`config.mk`:
```
export PLATFORM = sky130hd
export DESIGN_NAME = prefetch_queue_flat
export DESIGN_NICKNAME = d
export VERILOG_FILES = /design/src/rtl/prefetch_queue_if.sv /design/src/rtl/prefetch_queue.sv /design/src/flat_wrapper.sv
export SDC_FILE = /design/constraint.sdc
export NUM_CORES = 1
export LEC_CHECK = 0
export CAP_MARGIN = 10
export CORE_ASPECT_RATIO = 1.1
export CORE_MARGIN = 1
export CORE_UTILIZATION = 48
export DETAILED_ROUTE_END_ITERATION = 12
export PLACE_DENSITY = 0.84
export SYNTH_ARGS = -nofsm -noshare
export SYNTH_HDL_FRONTEND = slang
export SYNTH_SLANG_ARGS = --single-unit
```
`constraint.sdc`:
```
create_clock -name clock -period 2.8 [get_ports clock]
set_input_delay 0.84 -clock clock [delete_from_list [all_inputs] [get_ports clock]]
set_output_delay 0.84 -clock clock [all_outputs]
set_load 0.01 [all_outputs]
```
`src/rtl/prefetch_queue_if.sv`:
```
// Prefetch queue signal bundle: memory-bus side plus decoder-facing queue view.
// The core drives through master; the queue itself connects as slave.
interface prefetch_queue_if #(
    parameter int unsigned DEPTH = 6
);
    localparam int unsigned CW = $clog2(DEPTH + 1);

    logic          flush;
    logic [15:0]   new_cs;
    logic [15:0]   new_ip;
    logic          bus_busy;
    logic [7:0]    mem_data;
    logic [19:0]   mem_address;
    logic          mem_req;
    logic [1:0]    consume;
    logic [CW-1:0] q_count;
    logic [7:0]    q_byte0;
    logic [7:0]    q_byte1;
    logic [15:0]   q_ip;
    logic [15:0]   q_cs;
    logic          err;

    modport master (
        output flush, new_cs, new_ip, bus_busy, mem_data, consume,
        input  mem_address, mem_req, q_count, q_byte0, q_byte1, q_ip, q_cs, err
    );

    modport slave (
        input  flush, new_cs, new_ip, bus_busy, mem_data, consume,
        output mem_address, mem_req, q_count, q_byte0, q_byte1, q_ip, q_cs, err
    );
endinterface

```
`src/rtl/prefetch_queue.sv`:
```
// Byte-wide x86 instruction prefetch queue: fills from CS:IP whenever the bus
// is idle and exposes the two oldest bytes for 0/1/2-byte decode per cycle.
module prefetch_queue #(
    parameter int unsigned DEPTH    = 6,
    parameter logic [15:0] RESET_CS = 16'hFFFF,
    parameter logic [15:0] RESET_IP = 16'h0000
) (
    input logic             clock,
    input logic             reset_n,
    prefetch_queue_if.slave bus
);
    localparam int unsigned PW = $clog2(DEPTH);
    localparam int unsigned SW = PW + 1;
    localparam int unsigned CW = $clog2(DEPTH + 1);

    logic [7:0]    mem_q [DEPTH];
    logic [PW-1:0] rd_ptr_q, rd_ptr_d;
    logic [PW-1:0] wr_ptr_q, wr_ptr_d;
    logic [CW-1:0] count_q, count_d;
    logic [15:0]   fetch_cs_q, fetch_cs_d;
    logic [15:0]   fetch_ip_q, fetch_ip_d;
    logic [15:0]   q_ip_q, q_ip_d;
    logic [15:0]   q_cs_q, q_cs_d;
    logic          err_q, err_d;
    logic          fetch_c;
    logic          consume_ok_c;

    // Pointer advance modulo DEPTH; DEPTH need not be a power of two.
    function automatic logic [PW-1:0] ptr_add(input logic [PW-1:0] ptr, input logic [1:0] inc);
        logic [SW-1:0] sum;
        sum = {1'b0, ptr} + SW'(inc);
        if (sum >= SW'(DEPTH)) sum = sum - SW'(DEPTH);
        return sum[PW-1:0];
    endfunction

    // Fetch decision looks only at registered occupancy, never count-minus-consume.
    assign fetch_c      = reset_n && !bus.flush && !bus.bus_busy && (count_q < CW'(DEPTH));
    assign consume_ok_c = (bus.consume != 2'd3) && (CW'(bus.consume) <= count_q);

    always_comb begin
        rd_ptr_d   = rd_ptr_q;
        wr_ptr_d   = wr_ptr_q;
        count_d    = count_q;
        fetch_cs_d = fetch_cs_q;
        fetch_ip_d = fetch_ip_q;
        q_ip_d     = q_ip_q;
        q_cs_d     = q_cs_q;
        err_d      = err_q;
        if (bus.flush) begin
            rd_ptr_d   = '0;
            wr_ptr_d   = '0;
            count_d    = '0;
            fetch_cs_d = bus.new_cs;
            q_cs_d     = bus.new_cs;
            fetch_ip_d = bus.new_ip;
            q_ip_d     = bus.new_ip;
        end else begin
            if (fetch_c) begin
                wr_ptr_d   = ptr_add(wr_ptr_q, 2'd1);
                fetch_ip_d = fetch_ip_q + 16'd1;
            end
            if (consume_ok_c) begin
                rd_ptr_d = ptr_add(rd_ptr_q, bus.consume);
                q_ip_d   = q_ip_q + 16'(bus.consume);
            end else begin
                err_d = 1'b1;
            end
            count_d = count_q + CW'(fetch_c) - (consume_ok_c ? CW'(bus.consume) : CW'(0));
        end
    end

    always_ff @(posedge clock or negedge reset_n) begin
        if (!reset_n) begin
            rd_ptr_q   <= '0;
            wr_ptr_q   <= '0;
            count_q    <= '0;
            fetch_cs_q <= RESET_CS;
            fetch_ip_q <= RESET_IP;
            q_ip_q     <= RESET_IP;
            q_cs_q     <= RESET_CS;
            err_q      <= 1'b0;
        end else begin
            rd_ptr_q   <= rd_ptr_d;
            wr_ptr_q   <= wr_ptr_d;
            count_q    <= count_d;
            fetch_cs_q <= fetch_cs_d;
            fetch_ip_q <= fetch_ip_d;
            q_ip_q     <= q_ip_d;
            q_cs_q     <= q_cs_d;
            err_q      <= err_d;
        end
    end

    // Byte storage carries no reset; q_count qualifies validity.
    always_ff @(posedge clock) begin
        if (fetch_c) mem_q[wr_ptr_q] <= bus.mem_data;
    end

    assign bus.mem_req     = fetch_c;
    assign bus.mem_address = {fetch_cs_q, 4'h0} + {4'h0, fetch_ip_q};
    assign bus.q_count     = count_q;
    assign bus.q_byte0     = mem_q[rd_ptr_q];
    assign bus.q_byte1     = mem_q[ptr_add(rd_ptr_q, 2'd1)];
    assign bus.q_ip        = q_ip_q;
    assign bus.q_cs        = q_cs_q;
    assign bus.err         = err_q;
endmodule

```
`src/flat_wrapper.sv`:
```
// flat-port wrapper written by rule: the top's interface ports become plain ports
module prefetch_queue_flat 
#(
    parameter int unsigned DEPTH    = 6,
    parameter logic [15:0] RESET_CS = 16'hFFFF,
    parameter logic [15:0] RESET_IP = 16'h0000
)
  (clock, reset_n, bus_flush, bus_new_cs, bus_new_ip, bus_bus_busy, bus_mem_data, bus_consume, bus_mem_address, bus_mem_req, bus_q_count, bus_q_byte0, bus_q_byte1, bus_q_ip, bus_q_cs, bus_err);
  prefetch_queue_if #(.DEPTH(DEPTH)) bus_i ();
  input logic clock;
  input logic reset_n;
  input wire logic [$bits(bus_i.flush)-1:0] bus_flush;
  input wire logic [$bits(bus_i.new_cs)-1:0] bus_new_cs;
  input wire logic [$bits(bus_i.new_ip)-1:0] bus_new_ip;
  input wire logic [$bits(bus_i.bus_busy)-1:0] bus_bus_busy;
  input wire logic [$bits(bus_i.mem_data)-1:0] bus_mem_data;
  input wire logic [$bits(bus_i.consume)-1:0] bus_consume;
  output wire logic [$bits(bus_i.mem_address)-1:0] bus_mem_address;
  output wire logic [$bits(bus_i.mem_req)-1:0] bus_mem_req;
  output wire logic [$bits(bus_i.q_count)-1:0] bus_q_count;
  output wire logic [$bits(bus_i.q_byte0)-1:0] bus_q_byte0;
  output wire logic [$bits(bus_i.q_byte1)-1:0] bus_q_byte1;
  output wire logic [$bits(bus_i.q_ip)-1:0] bus_q_ip;
  output wire logic [$bits(bus_i.q_cs)-1:0] bus_q_cs;
  output wire logic [$bits(bus_i.err)-1:0] bus_err;
  assign bus_i.flush = bus_flush;
  assign bus_i.new_cs = bus_new_cs;
  assign bus_i.new_ip = bus_new_ip;
  assign bus_i.bus_busy = bus_bus_busy;
  assign bus_i.mem_data = bus_mem_data;
  assign bus_i.consume = bus_consume;
  assign bus_mem_address = bus_i.mem_address;
  assign bus_mem_req = bus_i.mem_req;
  assign bus_q_count = bus_i.q_count;
  assign bus_q_byte0 = bus_i.q_byte0;
  assign bus_q_byte1 = bus_i.q_byte1;
  assign bus_q_ip = bus_i.q_ip;
  assign bus_q_cs = bus_i.q_cs;
  assign bus_err = bus_i.err;
  prefetch_queue #(.DEPTH(DEPTH), .RESET_CS(RESET_CS), .RESET_IP(RESET_IP)) u_core (.clock(clock), .reset_n(reset_n), .bus(bus_i));
endmodule
```
==> results.yml, run 1 <==
outcome:
  run_status: "finished, violations left"
  violations: "negative setup slack"
clock_network:
  cts_root_buf: "clkbuf_16"
  cts_tree: "yes"
  cts_num_sinks: 106
  path_clk_slew_ns: 0.07
  cts_buffer_depth: 2
  cts_buffers: 9
  hold_buffers: 0
  htreeDepth: 3
  insertion_delay_ns: 0.35
setup_path:
  reg2reg_slack_ns: 0.31
  crit_start: "u_core.fetch_ip_q[4]"
  crit_type: "reg2out"
  cp_top_family: "compound AO/OA/AOI/OAI gates"
  cp_data_required_time_ns: 1.96
  arrival_ns: 2.64
  rr_startpoint: "u_core.bus.q_count[1]"
  path_max_fanout: 2
  cp_num_buf_inv: 4
  slowest_stage: "dfrtp_1"
  cp_slowest_stage_delay_ns: 0.41
  worstPathCellList: "ha_4 -> buf_4 -> buf_6 -> buf_6 -> a21o_1 -> nand4_1 -> a21oi_2 -> or3_4 -> o311a_4 -> xor2_2 -> buf_2"
  crit_top_cell: "buf_6"
  cp-end-kind: "output port"
  startpoint_type: "flop"
power_and_ir_drop:
  power.density_nw_per_um2: 774
  vdd.ir_drop.worst_mv: 0.735
  p_total_mw: 7.01
  p_leak_nw: 3.76
cells_and_area:
  design_area_sq_um: 9060
  fin_cells: 928
  insertedDiodeCount: 0
  fillers: 769
  synthToLayoutAreaGrowth_pct: 48.2
  nets: 845
  drive_above_1_share: 0.370
floorplan:
  core-area_sq_um: 12200
  rows: 42
  die_area_sq_um: 13200
  dieHeight_um: 120
  die-width_um: 110
  ios: 119
  initial_utilization: 0.499
timing:
  setup_slack_ns: -0.680
  finalHoldViolations: 0
  worst_pin_slew_ns: 0.743
  min_period_ns: 3.48
  setup_viol: 28
  timing.hold.ws_ns: 0.496
  fin_skew_ns: 0.00617
  rsz0062_at_grt: "true"
  fin_crit_sh: 1.24
  slew_headroom: 0.505
  maxSlewViolCount: 0
  fmax_ghz: 0.287
worst_hold_path:
  holdCritPathClass: "reg2reg"
  hp-start: "u_core.bus.err"
global_route:
  grt_overflow: 0
  grt_pass1_vias: 5482
  antenna_found_initial: 0
  grt_usage: 0.271
  grt_max_degree: 59
  grt_pass1_wl_mm: 27.1
routing:
  drc: 0
  vias: 5241
  ant_nets: 0
  drt_iter0_markers: 278
  wl_per_cell_um: 18.8
  wl_mm: 17.4
  routed_via_density: 5.65
  drtPass1Iterations: 5
synth:
  yosysTopAreaCell: "edfxtp_1"
  synthTopCellsByArea: "edfxtp_1 (24%), dfrtp_1 (17%), dfstp_2 (6.9%), mux2_2 (5.3%), ha_1 (5.3%)"
  synth_cells: 541
  synth.yosys.seq_area_share: 0.477
  yosysUniqueCellTypes: 57
  synth.top_cell.area_share: 0.236
  ys.warnings.count: 0
  synthFlopType: "edfxtp_1"
  synth_edf_count: 48
  synth_area_sq_um: 6110
  async_reset_ff_frac: 0.547
  post_synth.cell_area_avg_sq_um: 11.3
  synth_fp_nets: 617
  ys_seq_elements: 106
place:
  hpwl_mm: 11.4
  placed_cells: 875
  placed_cell_area_sq_um: 8180
  place_congestion: 0.896
  place_ws_ns: -0.682
  io_buffers: 118
job:
  max-cap-violations: 0
-- final timing paths --
path | endpoint | cells after the start
min in group asynchronous | u_core.bus.q_ip[9] | 2
setup reg to reg | u_core.bus.q_count[1] | 12
setup / recovery | bus_mem_address[19] | 11
hold reg to reg | u_core.bus.err | 1
max in group asynchronous | u_core.rd_ptr_q[1] | 2
hold / removal | u_core.bus.err | 1
-- where the power goes --
part	switching [mW]	internal (mW)
sequential	0.162	1.78
clock	0.591	0.884
combinational	1.60	2.00
total	2.35	4.66
-- synth_stat cells (2+ instances only) --
master    instances
buf_4             4
nand2b_1          6
xnor2_1          30
a311o_1           8
xor2_1           16
nor2b_1           6
and4_1            3
a31o_2            2
inv_1            21
nand3_1          12
a21boi_0          6
buf_1             3
and2_1            7
nor2_1           54
dfrtp_1          42
nor3_1            9
o21a_1            2
fa_1              4
clkbuf_1         13
a211oi_1         13
nand2_1          29
mux4_2            8
o21ai_0          12
nor4_1            3
and3_1            8
a21oi_1          34
a21o_1            6
nor3b_1           2
edfxtp_1         48
buf_2             3
nand4_1           6
ha_1             26
or3_1             3
mux2_2           29
a31oi_1           2
mux2i_1          25
dfstp_2          16
-- registers in the layout, summed over array words and instances, names as in the netlist --
register and count:
u_core.bus.q_ip 16, u_core.bus.q_count 3, u_core.fetch_cs_q 16, u_core.bus.err 1, u_core.rd_ptr_q 3, u_core.mem_q 48, u_core.fetch_ip_q 16, u_core.wr_ptr_q 3
-- stage by stage --
stage	utilization	setup TNS, ns
after global routing	0.740	-13.70
after detailed placement	0.668	-13.97
final	0.740	-11.00
after global placement	0.668	-12.67
after floorplan	-	-0.968
after CTS	0.723	-10.10
-- cells in the final DEF, fill, tap and decap left out, drive strengths merged, types with 3 or more instances in the layout --
cell / Yosys / routed
a21oi: 34 / 34
xnor2: 30 / 30
buf: 11 / 153
clkdlybuf4s50: 0 / 83
nand3: 12 / 12
clkbuf: 13 / 9
and4: 3 / 3
or3: 3 / 3
bufinv: 0 / 3
nor4: 3 / 3
xor2: 17 / 17
nor2: 54 / 54
mux2i: 25 / 25
edfxtp: 48 / 48
nand4: 6 / 6
o21ai: 12 / 12
dfrtp: 42 / 42
dfstp: 16 / 16
mux4: 8 / 8
inv: 22 / 25
a21boi: 6 / 6
a31oi: 3 / 3
ha: 26 / 26
a211oi: 13 / 13
a311o: 8 / 8
and3: 8 / 8
nand2b: 6 / 6
and2: 7 / 7
nor3: 9 / 9
dlygate4sd2: 0 / 3
fa: 4 / 4
mux2: 29 / 29
a21o: 6 / 6
nor2b: 6 / 6
nand2: 29 / 29
-- cells by family after synthesis --
family,after synthesis,synth area share
AND/OR/NAND/NOR,153,0.121
multiplexers,62,0.124
flip-flops,106,0.477
adder cells (fa/ha/maj),30,0.0664
buffers and inverters,46,0.0332
AO/OA/AOI/OAI,97,0.108
XOR/XNOR,47,0.0704
-- cell type report --
class,count,area (sq um),share of cell area
timing repair buffer,241,2170,0.240
inverter,22,85.1,0.00939
sequential,106,2920,0.322
tap,154,193,0.0213
multi-input combinational,389,3350,0.369
clock inverter,7,123,0.0135
clock buffer,9,225,0.0249
-- routing by layer --
metal | global-route usage | routed length (um)
met5 | 0 | 0
met4 | 0.0933 | 389
met3 | 0.0658 | 1030
met2 | 0.498 | 9380
met1 | 0.301 | 6610
-- repair_timing --
item	4_1_cts	5_1_grt
setup endpoints to repair	35	32
pin swaps	40	37
resized for setup	174	31
setup buffers	23	15
cloned	3	0
-- worst reg2reg max path, delay by kind of cell, from the launching register on --
| kind | cells | cell delay [ns] |
|---|---|---|
| and+or+nand+nor | 4 | 0.41 |
| DFF | 1 | 0.43 |
| buffers and inverters | 3 | 0.25 |
| adders and majority gates | 4 | 1.10 |
| AOI/OAI and AO/OA | 1 | 0.19 |
Power figures use the tool's default switching activity.
==> run 2, diff against run 1 <==
Settings changed: GPL_TIMING_DRIVEN set to 0.
==> run 2 against run 1 <==
Compared with the run above: the flow still finishes with violations (negative setup slack); critical path type unchanged; critical path depth stayed put; critical endpoint is now bus_mem_address[18]; sequential share of layout area rose by 1.6 points; clock-buffer cell count increased by 1.
==> results.yml, run 2 (synthesis gave the netlist of run 1 again) <==
timing:
  fmax_ghz: 0.283
  setup_slack_ns: -0.731
  fin_crit_sh: 1.26
  maxSlewViolCount: 0
  min_period_ns: 3.53
  rsz0062_at_grt: "true"
  finalHoldViolations: 0
  fin_skew_ns: 0.00954
  slew_headroom: 0.578
  setup_viol: 22
  worst_pin_slew_ns: 0.632
setup_path:
  crit_start: "u_core.fetch_cs_q[0]"
  r2r_cells: 12
  path_max_fanout: 2
  reg2reg_slack_ns: 0.20
  rr_startpoint: "u_core.bus.q_count[1]"
  cp-end-kind: "output port"
  crit_type: "reg2out"
  startpoint_type: "flop"
  arrival_ns: 2.69
  cp_data_required_time_ns: 1.96
power_and_ir_drop:
  pwr-share-clk: 0.203
  p_sw_mw: 2.33
  swShare: 0.346
  p_seq_frac: 0.291
  p_leak_nw: 3.42
  power.density_nw_per_um2: 780
  combPwrFrac: 0.507
  p_int_mw: 4.40
  vdd.ir_drop.worst_mv: 0.403
routing:
  drt_iter0_markers: 314
  ant_nets: 0
  drtPass1Iterations: 5
  drc: 0
  wl_mm: 17.1
  vias: 5049
  routed_via_density: 5.78
  wl_per_cell_um: 19.6
clock_network:
  cts_num_sinks: 106
  hold_buffers: 0
  cts_buffer_depth: 2
  cts_tree: "yes"
  cts_buffers: 9
  insertion_delay_ns: 0.35
  htreeDepth: 3
  path_clk_slew_ns: 0.07
  cts_root_buf: "clkbuf_16"
outcome:
  run_status: "finished, violations left"
  violations: "negative setup slack"
global_route:
  grt_pass1_wl_mm: 26.4
  grt_usage: 0.265
  antenna_found_initial: 0
  grt_pass1_vias: 5359
  grt_max_degree: 38
  grt_overflow: 0
cells_and_area:
  design_area_sq_um: 8630
  final_common_cell: "clkdlybuf4s50_1"
  final_cell_mix: "clkdlybuf4s50_1 (81), nor2_1 (49), edfxtp_1 (48)"
  synthToLayoutAreaGrowth_pct: 41.2
  drive_above_1_share: 0.325
  largest_register: "u_core.mem_q"
  fin_cells: 873
  nets: 790
  largest_reg_flops: 48
  insertedDiodeCount: 0
floorplan:
  die-width_um: 110
  rows: 42
  core-area_sq_um: 12200
  ios: 119
  initial_utilization: 0.499
  die_area_sq_um: 13200
  dieHeight_um: 120
worst_hold_path:
  holdCritPathClass: "in2async"
place:
  io_buffers: 117
  place_congestion: 0.853
  placed_cells: 816
  place_ws_ns: -1.08
  hpwl_mm: 11.3
  placed_cell_area_sq_um: 7670
job:
  max-cap-violations: 0
run 2: cell types whose count changed in the layout (fill, tap and decap cells not counted), sizes merged, moves of 2 or more:
cell,change
clkdlybuf4s15,+3
bufbuf,-2
dlygate4sd2,-2
clkbuf,+14
buf,-65
clkdlybuf4s50,-2
run 2: power groups by stage:
stage	Sequential (mW)	Combinational (mW)	Clock [mW]
floorplan	1.97	1.65	0
global placement	1.97	2.66	0
detailed placement	1.97	2.74	0
CTS	1.95	3.14	1.38
global route	1.97	3.63	1.43
finish	1.95	3.41	1.36
run 2: worst paths after layout:
kind / endpoint
worst max-delay path: bus_mem_address[18]
worst max register to register: u_core.bus.q_count[1]
worst min register to register: u_core.bus.err
min in group clock: u_core.bus.err
worst min-delay path: u_core.bus.q_ip[14]
max in group asynchronous: u_core.fetch_cs_q[11]
run 2: per-layer routing:
layer  GRT usage  vias up  routed length [um]
met3      0.0458       29                 939
met2       0.475      204                9110
met5           0        -                   0
met4       0.109        0                 390
met1       0.308     2505                6630
li1            -     2311                   -
run 2: what timing repair did:
item	CTS	global route
buffers inserted	29	16
setup endpoints to repair	90	32
pin swaps	32	29
gates cloned	1	0
hold endpoints to repair	0	0
gates resized for setup	190	48
run 2: area by class of cell:
class / instances / area, sq um
Inverter: 22 / 85.1
Multi-Input combinational cell: 389 / 3470
Buffer: 23 / 163
Clock inverter: 6 / 86.3
Fill cell: 857 / 3620
Clock buffer: 10 / 229
Tap cell: 154 / 193
Timing Repair Buffer: 163 / 1480
Sequential cell: 106 / 2920
run 2: metrics by stage:
step                power [mW]  utilization  hold slack, ns  setup TNS [ns]
finish                    6.72        0.704           0.295          -10.30
CTS                       6.47        0.686           0.337           -9.89
global placement          4.63        0.622           0.444         -250.52
detailed placement        4.72        0.626           0.444          -51.39
floorplan                 3.63            -           0.493          -0.968
global route              7.03        0.704           0.299          -11.82
run 2: critical path: stages (launching register included):
cell and delay, ns:
dfstp_2 0.56, ha_4 0.13, inv_2 0.04, fa_2 0.38, nor2b_4 0.12, o31a_1 0.18
or3_4 0.15, a31oi_4 0.10, o21a_1 0.19, buf_4 0.14, o32ai_4 0.21, buf_6 0.14
==> run 3, diff against run 2 <==
Settings changed: MAX_ROUTING_LAYER set to met4.
==> run 3 against run 2 <==
Compared with the run above: the run still ends with negative setup slack left; first-iteration DRC count is 7.3% higher; clock-buffer cell count is the same; setup slack better by 0.013 ns; global-route usage is 0.82 points higher; register-to-register slack about the same; total power is essentially flat; sequential power barely moved; hold slack gained 0.0028 ns; sequential share of layout area unchanged; largest cell class unchanged; largest power group unchanged.
==> results.yml, run 3 (synthesis gave the netlist of run 1 again) <==
global_route:
  grt_pass1_vias: 5366
  grt_usage: 0.273
  grt_pass1_wl_mm: 26.5
  grt_max_degree: 38
  antenna_found_initial: 0
  grt_overflow: 0
cells_and_area:
  fillers: 857
  synthToLayoutAreaGrowth_pct: 41.2
  largest_register: "u_core.mem_q"
  design_area_sq_um: 8630
  final_cell_mix: "clkdlybuf4s50_1 (81), nor2_1 (49), edfxtp_1 (48)"
  nets: 790
  final_common_cell: "clkdlybuf4s50_1"
  largest_reg_flops: 48
  fin_cells: 873
  insertedDiodeCount: 0
  drive_above_1_share: 0.325
timing:
  maxSlewViolCount: 0
  finalHoldViolations: 0
  fmax_ghz: 0.284
  worst_pin_slew_ns: 0.638
  slew_headroom: 0.575
  min_period_ns: 3.52
  rsz0062_at_grt: "true"
  fin_crit_sh: 1.26
  fin_skew_ns: 0.00765
  setup_slack_ns: -0.718
  setup_viol: 22
routing:
  wl_mm: 17.1
  vias: 5040
  drtPass1Iterations: 5
  drt_iter0_markers: 337
  routed_via_density: 5.77
  wl_per_cell_um: 19.6
  ant_nets: 0
  drc: 0
floorplan:
  core-area_sq_um: 12200
  initial_utilization: 0.499
  die_area_sq_um: 13200
  die-width_um: 110
  rows: 42
  ios: 119
  dieHeight_um: 120
outcome:
  violations: "negative setup slack"
  run_status: "finished, violations left"
clock_network:
  insertion_delay_ns: 0.34
  hold_buffers: 0
  cts_buffers: 9
  cts_num_sinks: 106
  cts_root_buf: "clkbuf_16"
  path_clk_slew_ns: 0.07
  cts_buffer_depth: 2
  cts_tree: "yes"
  htreeDepth: 3
place:
  hpwl_mm: 11.3
  io_buffers: 117
  place_congestion: 0.867
  placed_cell_area_sq_um: 7670
  placed_cells: 816
power_and_ir_drop:
  power.density_nw_per_um2: 779
  vdd.ir_drop.worst_mv: 0.404
  p_leak_nw: 3.42
setup_path:
  rr_startpoint: "u_core.bus.q_count[1]"
  crit_start: "u_core.fetch_cs_q[0]"
  crit_type: "reg2out"
  reg2reg_slack_ns: 0.20
  cp_slowest_stage_delay_ns: 0.56
  cp_data_required_time_ns: 1.96
  path_max_fanout: 2
  cp-end-kind: "output port"
  slowest_stage: "dfstp_2"
  worstPathCellList: "ha_4 -> inv_2 -> fa_2 -> nor2b_4 -> o31a_1 -> or3_4 -> a31oi_4 -> o21a_1 -> buf_4 -> o32ai_4 -> buf_6"
  arrival_ns: 2.68
  startpoint_type: "flop"
job:
  max-cap-violations: 0
worst_hold_path:
  holdCritPathClass: "in2async"
[run 3: cell counts in the layout (fill, tap and decap cells not counted)]
Identical to the previous run, type by type.
[run 3: power breakdown]
group          total [mW]  switching (mW)  internal [mW]  leakage, nW
logic                3.41            1.57           1.83         2.17
clock network        1.36           0.576          0.786        0.151
registers            1.95           0.176           1.78         1.09
total                6.72            2.33           4.40         3.42
[run 3: layout make-up]
cell class              instances  area, sq um  share of cell area
well taps                     154          193              0.0223
plain buffers                  23          163              0.0189
clock inverters                 6         86.3              0.0100
clock buffers                  10          229              0.0265
multi-input cells             389         3470               0.402
repair buffers                163         1480               0.172
inverters                      22         85.1             0.00986
flip-flops and latches        106         2920               0.338
[run 3: final timing paths]
| check | cells past startpoint | to |
|---|---|---|
| max | 11 | bus_mem_address[18] |
| min | 1 | u_core.bus.q_ip[14] |
| max reg2reg | 12 | u_core.bus.q_count[1] |
| min reg2reg | 1 | u_core.bus.err |
| max in group asynchronous | 2 | u_core.fetch_cs_q[11] |
| min in group clock | 1 | u_core.bus.err |
[run 3: per-layer routing]
layer | track usage | up-vias | share of wire
li1 | - | 2310 | -
met1 | 0.310 | 2498 | 0.39
met2 | 0.476 | 198 | 0.53
met3 | 0.0464 | 34 | 0.057
met4 | 0.107 | 0 | 0.022
met5 | - | - | 0
[run 3: critical path, delay by kind of cell (launching register included)]
kind	cells	cell delay, ns
AOI/OAI and AO/OA	4	0.67
DFF	1	0.56
adders and majority gates	2	0.51
buffers and inverters	3	0.32
and+or+nand+nor	2	0.27
[run 3: metrics by stage]
| stage | setup TNS, ns | util | power [mW] | hold slack [ns] | setup slack (ns) |
|---|---|---|---|---|---|
| after floorplan | -0.968 | - | 3.63 | 0.493 | -0.140 |
| after global placement | -250.52 | 0.622 | 4.63 | 0.444 | -3.56 |
| after detailed placement | -51.39 | 0.626 | 4.72 | 0.444 | -1.08 |
| after CTS | -9.89 | 0.686 | 6.47 | 0.337 | -0.809 |
| after global routing | -11.92 | 0.704 | 7.04 | 0.295 | -0.818 |
| final | -10.20 | 0.704 | 6.72 | 0.298 | -0.718 |
[run 3: timing repair]
action / 4_1_cts / 5_1_grt
gates cloned: 1 / 0
buffers inserted: 29 / 16
resized for setup: 190 / 48
pin swaps: 32 / 29
endpoints found under the setup margin: 90 / 32
